<file path="src/rtl/i2s_master_scheduler.sv">
// I2S clock master and capture sequencer.
// Generates the codec bit clock and word select from clk, counts stereo frames
// into analysis windows, and runs a done/ack handshake with an overrun flag.
// Start and stop requests only take effect on frame boundaries, so the codec
// never sees a partial frame.
//
// Ports:
//   clk           system clock, rising edge
//   rst           asynchronous active-low reset
//   enable        level request to run the codec clocks
//   windowAck     one-cycle pulse from the consumer, clears windowDone
//   codecBitClock generated bit clock (registered)
//   codecLRClock  generated word select, 0 = left, 1 = right (registered)
//   running       high while in RUN or STOP
//   frameStrobe   one-cycle pulse at the end of each complete stereo frame
//   frameCount    frames completed in the current window
//   windowDone    window complete, awaiting windowAck
//   overrun       sticky, a window completed while windowDone was still set
module i2s_master_scheduler #(
  parameter int unsigned CLK_DIV          = 4,
  parameter int unsigned BITS_PER_CHANNEL = 32,
  parameter int unsigned WINDOW_FRAMES    = 256,
  parameter int unsigned CNT_W            = $clog2(WINDOW_FRAMES + 1)
) (
  input  logic             clk,
  input  logic             rst,
  input  logic             enable,
  input  logic             windowAck,
  output logic             codecBitClock,
  output logic             codecLRClock,
  output logic             running,
  output logic             frameStrobe,
  output logic [CNT_W-1:0] frameCount,
  output logic             windowDone,
  output logic             overrun
);

  localparam int unsigned DIV_W = (CLK_DIV > 1) ? $clog2(CLK_DIV) : 1;
  localparam int unsigned BIT_W = (BITS_PER_CHANNEL > 1) ? $clog2(2 * BITS_PER_CHANNEL) : 1;

  typedef enum logic [1:0] {
    IDLE = 2'd0,
    RUN  = 2'd1,
    STOP = 2'd2
  } state_t;

  state_t             state_q, state_d;
  logic [DIV_W-1:0]   div_q, div_d;
  logic [BIT_W-1:0]   bit_q, bit_d;
  logic               bclk_d, lr_d, fs_d, wd_d, ov_d, running_d;
  logic [CNT_W-1:0]   fc_d;
  logic               div_wrap_c, fall_c, frame_end_c;

  // Next-state, divider, bit counter and window bookkeeping.
  always_comb begin
    state_d     = state_q;
    div_d       = div_q;
    bit_d       = bit_q;
    bclk_d      = codecBitClock;
    lr_d        = codecLRClock;
    fc_d        = frameCount;
    wd_d        = windowDone;
    ov_d        = overrun;
    fs_d        = 1'b0;
    frame_end_c = 1'b0;
    div_wrap_c  = (div_q == DIV_W'(CLK_DIV - 1));
    fall_c      = (state_q != IDLE) && div_wrap_c && codecBitClock;

    if (state_q != IDLE) begin
      if (div_wrap_c) begin
        div_d  = '0;
        bclk_d = ~codecBitClock;
      end else begin
        div_d = div_q + DIV_W'(1);
      end
      if (fall_c) begin
        if (bit_q == BIT_W'(2 * BITS_PER_CHANNEL - 1)) begin
          bit_d       = '0;
          lr_d        = 1'b0;
          frame_end_c = 1'b1;
        end else begin
          bit_d = bit_q + BIT_W'(1);
          if (bit_q == BIT_W'(BITS_PER_CHANNEL - 1)) lr_d = 1'b1;
        end
      end
    end
    fs_d = frame_end_c;

    // Window counting follows the visible strobe so the consumer's ack and
    // the strobe it reacts to live in the same cycle.
    if (frameStrobe) begin
      if (frameCount == CNT_W'(WINDOW_FRAMES - 1)) begin
        fc_d = '0;
        wd_d = 1'b1;
        if (windowDone && !windowAck) ov_d = 1'b1;
      end else begin
        fc_d = frameCount + CNT_W'(1);
        if (windowAck) wd_d = 1'b0;
      end
    end else if (windowAck) begin
      wd_d = 1'b0;
    end

    case (state_q)
      IDLE: begin
        if (enable) begin
          state_d = RUN;
          div_d   = '0;
          bit_d   = '0;
          fc_d    = '0;
          ov_d    = 1'b0;
        end
      end
      RUN: begin
        if (!enable) state_d = STOP;
      end
      STOP: begin
        if (enable) begin
          state_d = RUN;
        end else if (frame_end_c) begin
          state_d = IDLE;
          div_d   = '0;
          bit_d   = '0;
          bclk_d  = 1'b0;
          lr_d    = 1'b0;
        end
      end
      default: begin
        state_d = IDLE;
        div_d   = '0;
        bit_d   = '0;
        bclk_d  = 1'b0;
        lr_d    = 1'b0;
      end
    endcase

    running_d = (state_d != IDLE);
  end

  // State and output registers.
  always_ff @(posedge clk or negedge rst) begin
    if (!rst) begin
      state_q       <= IDLE;
      div_q         <= '0;
      bit_q         <= '0;
      codecBitClock <= 1'b0;
      codecLRClock  <= 1'b0;
      running       <= 1'b0;
      frameStrobe   <= 1'b0;
      frameCount    <= '0;
      windowDone    <= 1'b0;
      overrun       <= 1'b0;
    end else begin
      state_q       <= state_d;
      div_q         <= div_d;
      bit_q         <= bit_d;
      codecBitClock <= bclk_d;
      codecLRClock  <= lr_d;
      running       <= running_d;
      frameStrobe   <= fs_d;
      frameCount    <= fc_d;
      windowDone    <= wd_d;
      overrun       <= ov_d;
    end
  end

endmodule
</file>
<file path="config.mk">
export PLATFORM = sky130hd
export DESIGN_NAME = i2s_master_scheduler
export DESIGN_NICKNAME = d
export VERILOG_FILES = /design/src/rtl/i2s_master_scheduler.sv
export SDC_FILE = /design/constraint.sdc
export NUM_CORES = 1
export LEC_CHECK = 0
export BUFFER_PORTS_ARGS = -buffer_cell sky130_fd_sc_hd__buf_2
export CELL_PAD_IN_SITES_DETAIL_PLACEMENT = 1
export CELL_PAD_IN_SITES_GLOBAL_PLACEMENT = 1
export CORE_ASPECT_RATIO = 0.6
export CORE_MARGIN = 3
export CORE_UTILIZATION = 46
export CTS_CLUSTER_SIZE = 8
export DETAILED_ROUTE_END_ITERATION = 12
export MAX_ROUTING_LAYER = met4
export PLACE_DENSITY_LB_ADDON = 0.12
export REMOVE_ABC_BUFFERS = 1
export SETUP_SLACK_MARGIN = 0.5
export SLEW_MARGIN = 15
export SYNTH_ARGS = -nofsm -noshare
export SYNTH_HDL_FRONTEND = slang
export SYNTH_SLANG_ARGS = --single-unit
</file>
<file path="constraint.sdc">
create_clock -name clk -period 3.75 [get_ports clk]
set_clock_uncertainty 0.15 [all_clocks]
set_input_delay 0.375 -clock clk [delete_from_list [all_inputs] [get_ports clk]]
set_output_delay 0.375 -clock clk [all_outputs]
set_load 0.1 [all_outputs]
</file>
==> flow_summary.json, run 1 <==
{
  "status": "finished clean",
  "ant_nets": 0,
  "multi_input_area_sq_um": 617,
  "finalSetupViolCount": 0,
  "dr.pass1.iters": 4,
  "vias": 1126,
  "cts_sinks": 25,
  "grt_pass1_vias": 1132,
  "critPathRequiredTime_ps": 3750,
  "grt_use_total_pct": 24.0,
  "core_area_sq_mm": 0.00257,
  "syn_avg_cell_area_sq_um": 9.97,
  "io_buffers": 18,
  "final_cells": 178,
  "worst_r2r_path_depth": 4,
  "rr_startpoint": "bit_q[0]",
  "max_freq_ghz": 0.501,
  "cp_max_fo": 6,
  "cts.path.max_buffers": 2,
  "drive_gt1_share_pct": 16.4,
  "cp-endpoint": "state_q[1]",
  "hold_viol": 0,
  "fp.dieW_microns": 74.3,
  "rsz0062_at_grt": "no",
  "syn_inst": 129,
  "avgViaCountPerCell": 6.33,
  "post-route-period-util_pct": 53.3,
  "arrival_ps": 2000,
  "syn_area_sq_mm": 0.00129,
  "nets": 154,
  "cts_root_buf": "clkbuf_8",
  "drv_slew": 0,
  "synth_cell_types": 39,
  "hpwl_mm": 2.59,
  "gp_congestion": 0.735,
  "synth_flop_cell": "dfrtp_1",
  "grt_max_degree": 26,
  "ys_ff_latch": 25,
  "clk_latency_ps": 280,
  "finalPower_mw": 0.614,
  "r2r_slack_ps": 1750,
  "overflow": 0,
  "io_pins": 19,
  "path_class": "reg -> reg",
  "crit_path_start": "bit_q[0]",
  "insertedDiodeCount": 0,
  "area_delta_synth_final_pct": 11.9,
  "start_util_pct": 50.0,
  "slew_headroom_pct": 53.9,
  "finalSetupTns_ps": 0,
  "ys_seq_area_share_pct": 48.6,
  "ys_warn_count": 0,
  "fin_crit_ps": 2000,
  "startpoint_type": "flop",
  "critPathCaptureType": "flop",
  "dieArea_sq_mm": 0.00349,
  "synthArstFlopShare_pct": 100,
  "wl_per_cell_microns": 19.9,
  "antenna_found_initial": 0,
  "routed_wl_mm": 3.54,
  "grt_pass1_wl_mm": 5.82,
  "htreeDepth": 1,
  "die_y_microns": 47.0,
  "synth_edf_count": 0,
  "cts_tree": "built",
  "reg2reg_to": "state_q[1]",
  "clkTransAtPathRegs_ps": 100,
  "tightest_slew_ps": 686,
  "hold_class": "in -> reg",
  "numCtsBuffers": 3,
  "row_count": 14,
  "seqCellArea_sq_um": 626,
  "leakagePower_nw": 0.650,
  "first_iter_violations": 83,
  "drc": 0,
  "peakVddDrop_mv": 0.255,
  "nFillCells": 307,
  "cap_violations": 0,
  "power.density_mw_per_mm2": 426,
  "postCtsSetupBuffers": 0,
  "placed_cells_incl_taps": 173
}
==> worst max-delay path, stage by stage, from the launching register on <==
cell       delay, ps
dfrtp_1          480
ha_1             310
o2111ai_1        330
o21ai_0          480
a21oi_1          140
==> per-stage QoR <==
stage          util, %  hold slack (ps)  area (sq um)  setup slack, ps
5_1_grt           55.9              229          1440             1630
2_1_floorplan        -            -70.6          1250             1510
3_5_place_dp      53.7              257          1380             1790
6_report          55.9              235          1440             1750
4_1_cts           55.9              223          1440             1780
3_3_place_gp      53.7              252          1380             1940
==> cells in the mapped netlist (all sizes together) (2+ instances only) <==
cell type	n	share of area [%]
nand2b	5	2.4
dfrtp	25	49
nand2	13	3.8
or3	4	1.9
o311ai	3	2.0
buf	4	1.9
clkbuf	2	0.58
xnor2	2	1.4
o22ai	2	0.97
nor3b	3	2.1
ha	3	2.9
xor2	4	2.7
o21ai	4	1.6
o21a	2	1.2
nor3	5	1.9
mux2i	2	1.6
a21oi	7	2.7
a31oi	3	1.5
nor2	7	2.0
nand4	4	1.9
nand3	5	1.9
inv	3	0.88
o311a	2	1.6
o211ai	3	2.1
==> flip-flops by register name, indices dropped and copies added, names as in the netlist <==
| name | flops |
|---|---|
| bit_q | 6 |
| codecBitClock | 1 |
| codecLRClock | 1 |
| div_q | 2 |
| frameCount | 9 |
| frameStrobe | 1 |
| overrun | 1 |
| running | 1 |
| state_q | 2 |
| windowDone | 1 |
==> cell usage in the layout (no fill, tap or decap), types with 2 or more instances in the layout <==
master | Yosys | routed
inv_1 | 3 | 3
nand4_1 | 4 | 4
o211ai_1 | 2 | 2
o21ai_0 | 4 | 4
o311ai_0 | 3 | 3
nor3_1 | 5 | 5
a31oi_1 | 3 | 3
nor3b_1 | 2 | 2
nand2b_1 | 5 | 5
ha_1 | 3 | 3
xnor2_1 | 2 | 2
o311a_1 | 2 | 2
o21a_1 | 2 | 2
o22ai_1 | 2 | 2
nand2_1 | 13 | 13
xor2_1 | 4 | 4
nor2_1 | 7 | 7
a21oi_1 | 7 | 7
dfrtp_1 | 25 | 25
nand3_1 | 5 | 5
buf_2 | 2 | 18
clkbuf_8 | 0 | 3
or3_1 | 4 | 4
mux2i_1 | 2 | 2
==> area by class of cell <==
type | instances | area share [%]
multi-input cells | 95 | 42.9
inverters | 3 | 0.783
well taps | 32 | 2.78
clock buffers | 4 | 3.13
flip-flops and latches | 25 | 43.5
repair buffers | 19 | 6.96
==> worst min-delay path by stage <==
stage / cells past startpoint / slack, ps / endpoint / startpoint
4_1_cts: 2 / 220 / state_q[1] / enable
3_5_place_dp: 1 / 260 / codecBitClock / rst
6_report: 2 / 230 / state_q[1] / enable
5_1_grt: 2 / 230 / state_q[1] / enable
3_3_place_gp: 1 / 250 / codecBitClock / rst
2_1_floorplan: 0 / -70 / bit_q[0] / rst
==> kinds of logic (layout without fill, tap and decap cells) <==
family | count (synthesis) | count (layout) | synth area share, %
XOR/XNOR | 6 | 6 | 4.09
flip-flops | 25 | 25 | 48.6
adder cells (fa/ha/maj) | 3 | 3 | 2.92
multiplexers | 2 | 2 | 1.56
buffers and inverters | 9 | 26 | 3.40
AND/OR/NAND/NOR | 51 | 51 | 21.1
AO/OA/AOI/OAI | 33 | 33 | 18.3
==> power by group <==
group / leakage [nW] / switching (mW) / internal (mW) / total [mW]
combinational: 0.291 / 0.100 / 0.0357 / 0.136
clock: 0.0228 / 0.0862 / 0.0761 / 0.162
sequential: 0.337 / 0.0281 / 0.287 / 0.316
total: 0.650 / 0.214 / 0.399 / 0.614
==> per-layer routing <==
metal  up-vias  part of all wire, %  track usage (%)
met5         -                    0                -
met4         0                  1.5             8.51
met3         6                  4.7             5.77
met2        28                   49             38.7
met1       580                   45             30.1
li1        512                    -                -
==> timing repair <==
action,CTS,global route
resized for setup,0,0
hold buffers,1,0
endpoints found under the hold margin,25,0
setup endpoints to repair,0,0
Note: power is estimated with default switching activity, not from simulation.
==> run 2: changes to the inputs <==
Settings changed: CORE_UTILIZATION 46 to 38.
Clock period 3.75 ns to 1.7 ns, I/O delays scaled along.
==> flow_summary.json, run 2 <==
{
  "status": "stopped before the end",
  "stop_stage": "5_1_grt",
  "tool.error": "[ERROR DPL-0033] detailed placement checks failed during check placement.",
  "ys_warn_count": 0,
  "worst-ep-kind": "register data pin",
  "htreeDepth": 1,
  "grt_max_degree": 26,
  "crit_endpoint": "bit_q[5]$_DFF_PN0_/D",
  "fp.dieW_microns": 81.1,
  "ys_ff_latch": 25,
  "io_buffers": 18,
  "start_util_pct": 42.3,
  "ys_seq_area_share_pct": 48.6,
  "die_y_microns": 51.1,
  "syn_avg_cell_area_sq_um": 9.97,
  "synth_area_leaders": "dfrtp_1 49%, nand2_1 3.8%, ha_1 2.9%, a21oi_1 2.7%, xor2_1 2.7%",
  "synth_edf_count": 0,
  "synthArstFlopShare_pct": 100,
  "cts_root_buf": "clkbuf_8",
  "synth_cell_types": 39,
  "yosys.area.top_type": "dfrtp_1",
  "row_count": 15,
  "post-synth-top-count-cell": "dfrtp_1",
  "numCtsBuffers": 3,
  "antenna_found_initial": 0,
  "hpwl_mm": 2.62,
  "syn_inst": 129,
  "gp_congestion": 0.934,
  "io_pins": 19,
  "yosysTopAreaCellShare_pct": 48.6,
  "cts_sinks": 25,
  "syn_area_sq_mm": 0.00129,
  "synthTopCellsByCount": "25 x dfrtp_1, 13 x nand2_1, 7 x a21oi_1, 7 x nor2_1",
  "cts.path.max_buffers": 2,
  "synth_flop_cell": "dfrtp_1"
}
## run 2: cell counts after synthesis
Identical to the previous run, type by type.
## run 2: per-stage QoR
step	area [sq um]	setup slack, ps	cells	util [%]
global placement	1490	135	196	49.1
detailed placement	1490	49.9	196	49.1
floorplan	1250	-544	123	-
CTS	2020	150	214	66.4
## run 2: cells by family after synthesis
family | synth area share (%)
DFF | 48.6
adders and majority gates | 2.92
xor gates and xnor gates | 4.09
AOI/OAI and AO/OA | 18.3
and+or+nand+nor | 21.1
buffers and inverters | 3.40
muxes | 1.56
## run 2: what timing repair did
item | 4_1_cts
hold buffers | 1
setup buffers | 13
pin swaps | 20
setup endpoints to repair | 40
hold endpoints to repair | 25
gates resized for setup | 95
==> run 3: changes to the inputs <==
Settings changed: CELL_PAD_IN_SITES_DETAIL_PLACEMENT 1 to default, CELL_PAD_IN_SITES_GLOBAL_PLACEMENT 1 to default, CORE_ASPECT_RATIO 0.6 to default, CORE_UTILIZATION 38 to 33, CTS_CLUSTER_SIZE 8 to default, MAX_ROUTING_LAYER met4 to default, PLACE_DENSITY_LB_ADDON 0.12 to 0.15, SETUP_SLACK_MARGIN 0.5 to default.
Clock period 1.7 ns to 2.2 ns, I/O delays scaled along.
==> flow_summary.json, run 3 (synthesis results as in run 1) <==
{
  "gp_congestion": 0.729,
  "first_iter_violations": 49,
  "grt_max_degree": 26,
  "clkTransAtPathRegs_ps": 90,
  "finalSetupViolCount": 0,
  "routed_wl_mm": 2.56,
  "layout_common_cells": "25 x dfrtp_1, 18 x buf_2, 13 x nand2_1",
  "cts.path.max_buffers": 2,
  "cp_max_fo": 9,
  "power.density_mw_per_mm2": 692,
  "layout_commonest_cell": "dfrtp_1",
  "status": "finished clean",
  "post-route-period-util_pct": 85.7,
  "critPathRequiredTime_ps": 2240,
  "die_y_microns": 68.4,
  "hold_end": "state_q[1]",
  "critPathCaptureType": "flop",
  "hold_path.startpoint": "enable",
  "drc": 0,
  "area_delta_synth_final_pct": 14.7,
  "place_ws_ps": 312,
  "io_pins": 19,
  "placed_cells_incl_taps": 191,
  "final_cells": 196,
  "cts_sinks": 25,
  "wl_per_cell_microns": 13.0,
  "fp.dieW_microns": 68.4,
  "startpoint_type": "flop",
  "worst_r2r_path_depth": 4,
  "cts_tree": "built",
  "arrival_ps": 1920,
  "insertedDiodeCount": 0,
  "rr_startpoint": "div_q[0]",
  "ant_nets": 0,
  "post_cts_resized": 0,
  "htreeDepth": 1,
  "reg2reg_to": "bit_q[5]",
  "overflow": 0,
  "hold_viol": 0,
  "largestRegisters": "frameCount: 9 flops, bit_q: 6 flops",
  "largest_reg_flops": 9,
  "slew_headroom_pct": 63.4,
  "final_util_pct": 39.7,
  "grt_pass1_wl_mm": 4.08,
  "path_class": "reg -> reg",
  "max_freq_ghz": 0.531,
  "tightest_slew_ps": 550,
  "clk_latency_ps": 260,
  "cts_root_buf": "clkbuf_8",
  "nets": 156,
  "grt_use_total_pct": 11.6,
  "vias": 1041,
  "avgViaCountPerCell": 5.31,
  "dr.pass1.iters": 4,
  "drv_slew": 0,
  "fin_crit_ps": 1880,
  "dieArea_sq_mm": 0.00468,
  "rsz0062_at_grt": "no",
  "drive_gt1_share_pct": 18.2,
  "fin_ws_ps": 316,
  "cap_violations": 0,
  "hold_class": "in -> reg",
  "peakVddDrop_mv": 0.200,
  "numCtsBuffers": 3,
  "start_util_pct": 34.6,
  "hpwl_mm": 1.91,
  "leakagePower_nw": 0.664,
  "io_buffers": 18,
  "r2r_slack_ps": 320,
  "core_area_sq_mm": 0.00372,
  "antenna_found_initial": 0,
  "row_count": 22,
  "grt_pass1_vias": 905,
  "hold_depth": 2,
  "regMostFlops": "frameCount"
}
-- run 3: final cells by class --
type / count / area, sq um
clock buffer: 3 / 41.3
timing repair buffer: 21 / 115
multi-input combinational: 95 / 617
inverter: 3 / 11.3
sequential: 25 / 626
fill: 386 / 2240
tap: 48 / 60.1
clock inverter: 1 / 5.00
-- run 3: layer usage --
layer	vias to the layer above	global-route usage (%)	routed length [microns]
li1	523	-	-
met5	-	0	0
met3	4	1.97	86
met2	13	20.1	1250
met4	0	3.72	23
met1	501	14.3	1200
-- run 3: critical path: stages, from the launching register on --
cell,delay [ps]
dfrtp_1,400
ha_1,310
o211ai_2,240
or4b_1,540
o211ai_1,160
-- run 3: power breakdown --
group,switching (mW),internal (mW),total [mW]
clock network,0.140,0.126,0.267
registers,0.0429,0.490,0.533
logic,0.161,0.0607,0.221
-- run 3: how the worst max path moves through the flow --
stage / start / slack (ps) / depth (start not counted) / endpoint
2_1_floorplan: codecBitClock / -40 / 3 / bit_q[5]
3_3_place_gp: div_q[0] / 390 / 4 / bit_q[5]
3_5_place_dp: div_q[0] / 310 / 4 / bit_q[5]
4_1_cts: div_q[0] / 320 / 4 / bit_q[5]
5_1_grt: div_q[0] / 200 / 4 / bit_q[5]
6_report: div_q[0] / 320 / 4 / bit_q[5]
-- run 3: timing repair --
item	in CTS	in global routing
buffers inserted	0	0
hold buffers	1	0
hold endpoints to repair	25	0
-- run 3: metrics by stage --
step	TNS, ps	area [sq um]	power [mW]	hold slack, ps
finish	0	1480	1.02	55.1
global route	0	1480	1.08	68.8
CTS	0	1480	1.04	48.7
detailed placement	0	1420	0.763	96.8
global placement	0	1420	0.761	94.2
floorplan	-66.0	1250	0.710	-226
==> run 4: changes to the inputs <==
Settings changed: CORE_AREA from default to 3 3 64 66, CORE_MARGIN 3 to default, CORE_UTILIZATION 33 to default, CTS_CLUSTER_SIZE from default to 8, DIE_AREA from default to 0 0 67 69.
==> flow_summary.json, run 4 (synthesis results as in run 1) <==
{
  "status": "finished clean",
  "cpPeakStageDelay_ps": 540,
  "start_util_pct": 35.4,
  "first_iter_violations": 44,
  "max_freq_ghz": 0.528,
  "antenna_found_initial": 0,
  "arrival_ps": 1930,
  "ant_nets": 0,
  "rsz0062_at_grt": "no",
  "hold_class": "in -> reg",
  "grt_max_degree": 26,
  "io_buffers": 18,
  "placed_area_sq_mm": 0.00141,
  "cap_violations": 0,
  "critPathRequiredTime_ps": 2230,
  "vias": 1038,
  "critPathCaptureType": "flop",
  "fin_crit_ps": 1900,
  "area_delta_synth_final_pct": 14.0,
  "layout_commonest_cell": "dfrtp_1",
  "post_cts_resized": 0,
  "die_y_microns": 69,
  "crit_chain": "ha_1, o211ai_2, or4b_1, o211ai_1",
  "peakVddDrop_mv": 0.346,
  "slew_headroom_pct": 63.3,
  "cts_tree": "built",
  "finalSetupTns_ps": 0,
  "drive_gt1_share_pct": 17.0,
  "path_class": "reg -> reg",
  "post-route-period-util_pct": 86.1,
  "drc": 0,
  "startpoint_type": "flop",
  "leakagePower_nw": 0.655,
  "cp_max_fo": 9,
  "wl_per_cell_microns": 13.3,
  "hpwl_mm": 1.91,
  "dieArea_sq_mm": 0.00462,
  "largest_reg_flops": 9,
  "clkTransAtPathRegs_ps": 80,
  "io_pins": 19,
  "cp_slowest_cell": "or4b_1",
  "drv_slew": 0,
  "routed_wl_mm": 2.60,
  "tightest_slew_ps": 550,
  "htreeDepth": 1,
  "overflow": 0,
  "nets": 155,
  "avgViaCountPerCell": 5.32,
  "cts_root_buf": "clkbuf_8",
  "regMostFlops": "frameCount",
  "layout_common_cells": "25 x dfrtp_1, 18 x buf_2, 13 x nand2_1",
  "fp.dieW_microns": 67,
  "grt_pass1_wl_mm": 4.45,
  "row_count": 22,
  "dr.pass1.iters": 4,
  "grt_use_total_pct": 12.1,
  "insertedDiodeCount": 0,
  "finalSetupViolCount": 0,
  "grt_pass1_vias": 960,
  "cts_sinks": 25,
  "stdcell_area_sq_mm": 0.00147,
  "largestRegisters": "frameCount: 9 flops, bit_q: 6 flops",
  "numCtsBuffers": 3,
  "gp_congestion": 0.766,
  "core_area_sq_mm": 0.00363,
  "hold_viol": 0,
  "cts.path.max_buffers": 2,
  "clk_latency_ps": 260,
  "power.density_mw_per_mm2": 696
}
## run 4: power breakdown
group | total (mW) | switching [mW] | internal [mW]
Clock | 0.265 | 0.135 | 0.129
Combinational | 0.221 | 0.161 | 0.0603
Sequential | 0.535 | 0.0450 | 0.490
## run 4: worst max-delay path: cells and delay by family (launching register included)
kind / cells / cell delay [ps]
flip-flops: 1 / 400
AO/OA/AOI/OAI: 2 / 420
adder cells (fa/ha/maj): 1 / 310
AND/OR/NAND/NOR: 1 / 540
## run 4: cell type report
class	instances	area, sq um
Clock buffer	4	45.0
Multi-Input combinational cell	95	617
Sequential cell	25	626
Tap cell	48	60.1
Timing Repair Buffer	20	108
Fill cell	373	2170
Inverter	3	11.3
## run 4: path summary, 6_finish.rpt
check,start,end,slack [ps],cells past startpoint
setup / recovery,div_q[0],bit_q[5],300,4
hold / removal,enable,state_q[1],70,2
setup reg to reg,div_q[0],bit_q[5],300,4
hold reg to reg,windowDone,windowDone,380,2
max in group asynchronous,rst,windowDone,1210,2
min in group asynchronous,rst,frameCount[2],320,2
## run 4: metrics by stage
stage / power, mW / hold WS [ps] / util [%] / setup WS (ps) / cells
finish: 1.02 / 73.7 / 40.4 / 305 / 195
CTS: 1.04 / 61.7 / 40.4 / 296 / 195
global placement: 0.761 / 94.7 / 38.8 / 392 / 190
floorplan: 0.710 / -226 / - / -44.0 / 123
detailed placement: 0.767 / 103 / 38.8 / 298 / 190
global route: 1.07 / 87.6 / 40.4 / 181 / 195
## run 4: layer usage
layer	part of all wire (%)	vias up	GRT usage (%)
met1	47	497	16.6
met2	48	19	18.8
met5	0	-	0
met4	1.8	0	5.41
met3	3.7	4	1.47
li1	-	518	-
## run 4: what timing repair did
| action | 4_1_cts | 5_1_grt |
|---|---|---|
| hold endpoints to repair | 25 | 0 |
| hold buffers | 1 | 0 |
| buffers inserted | 0 | 0 |
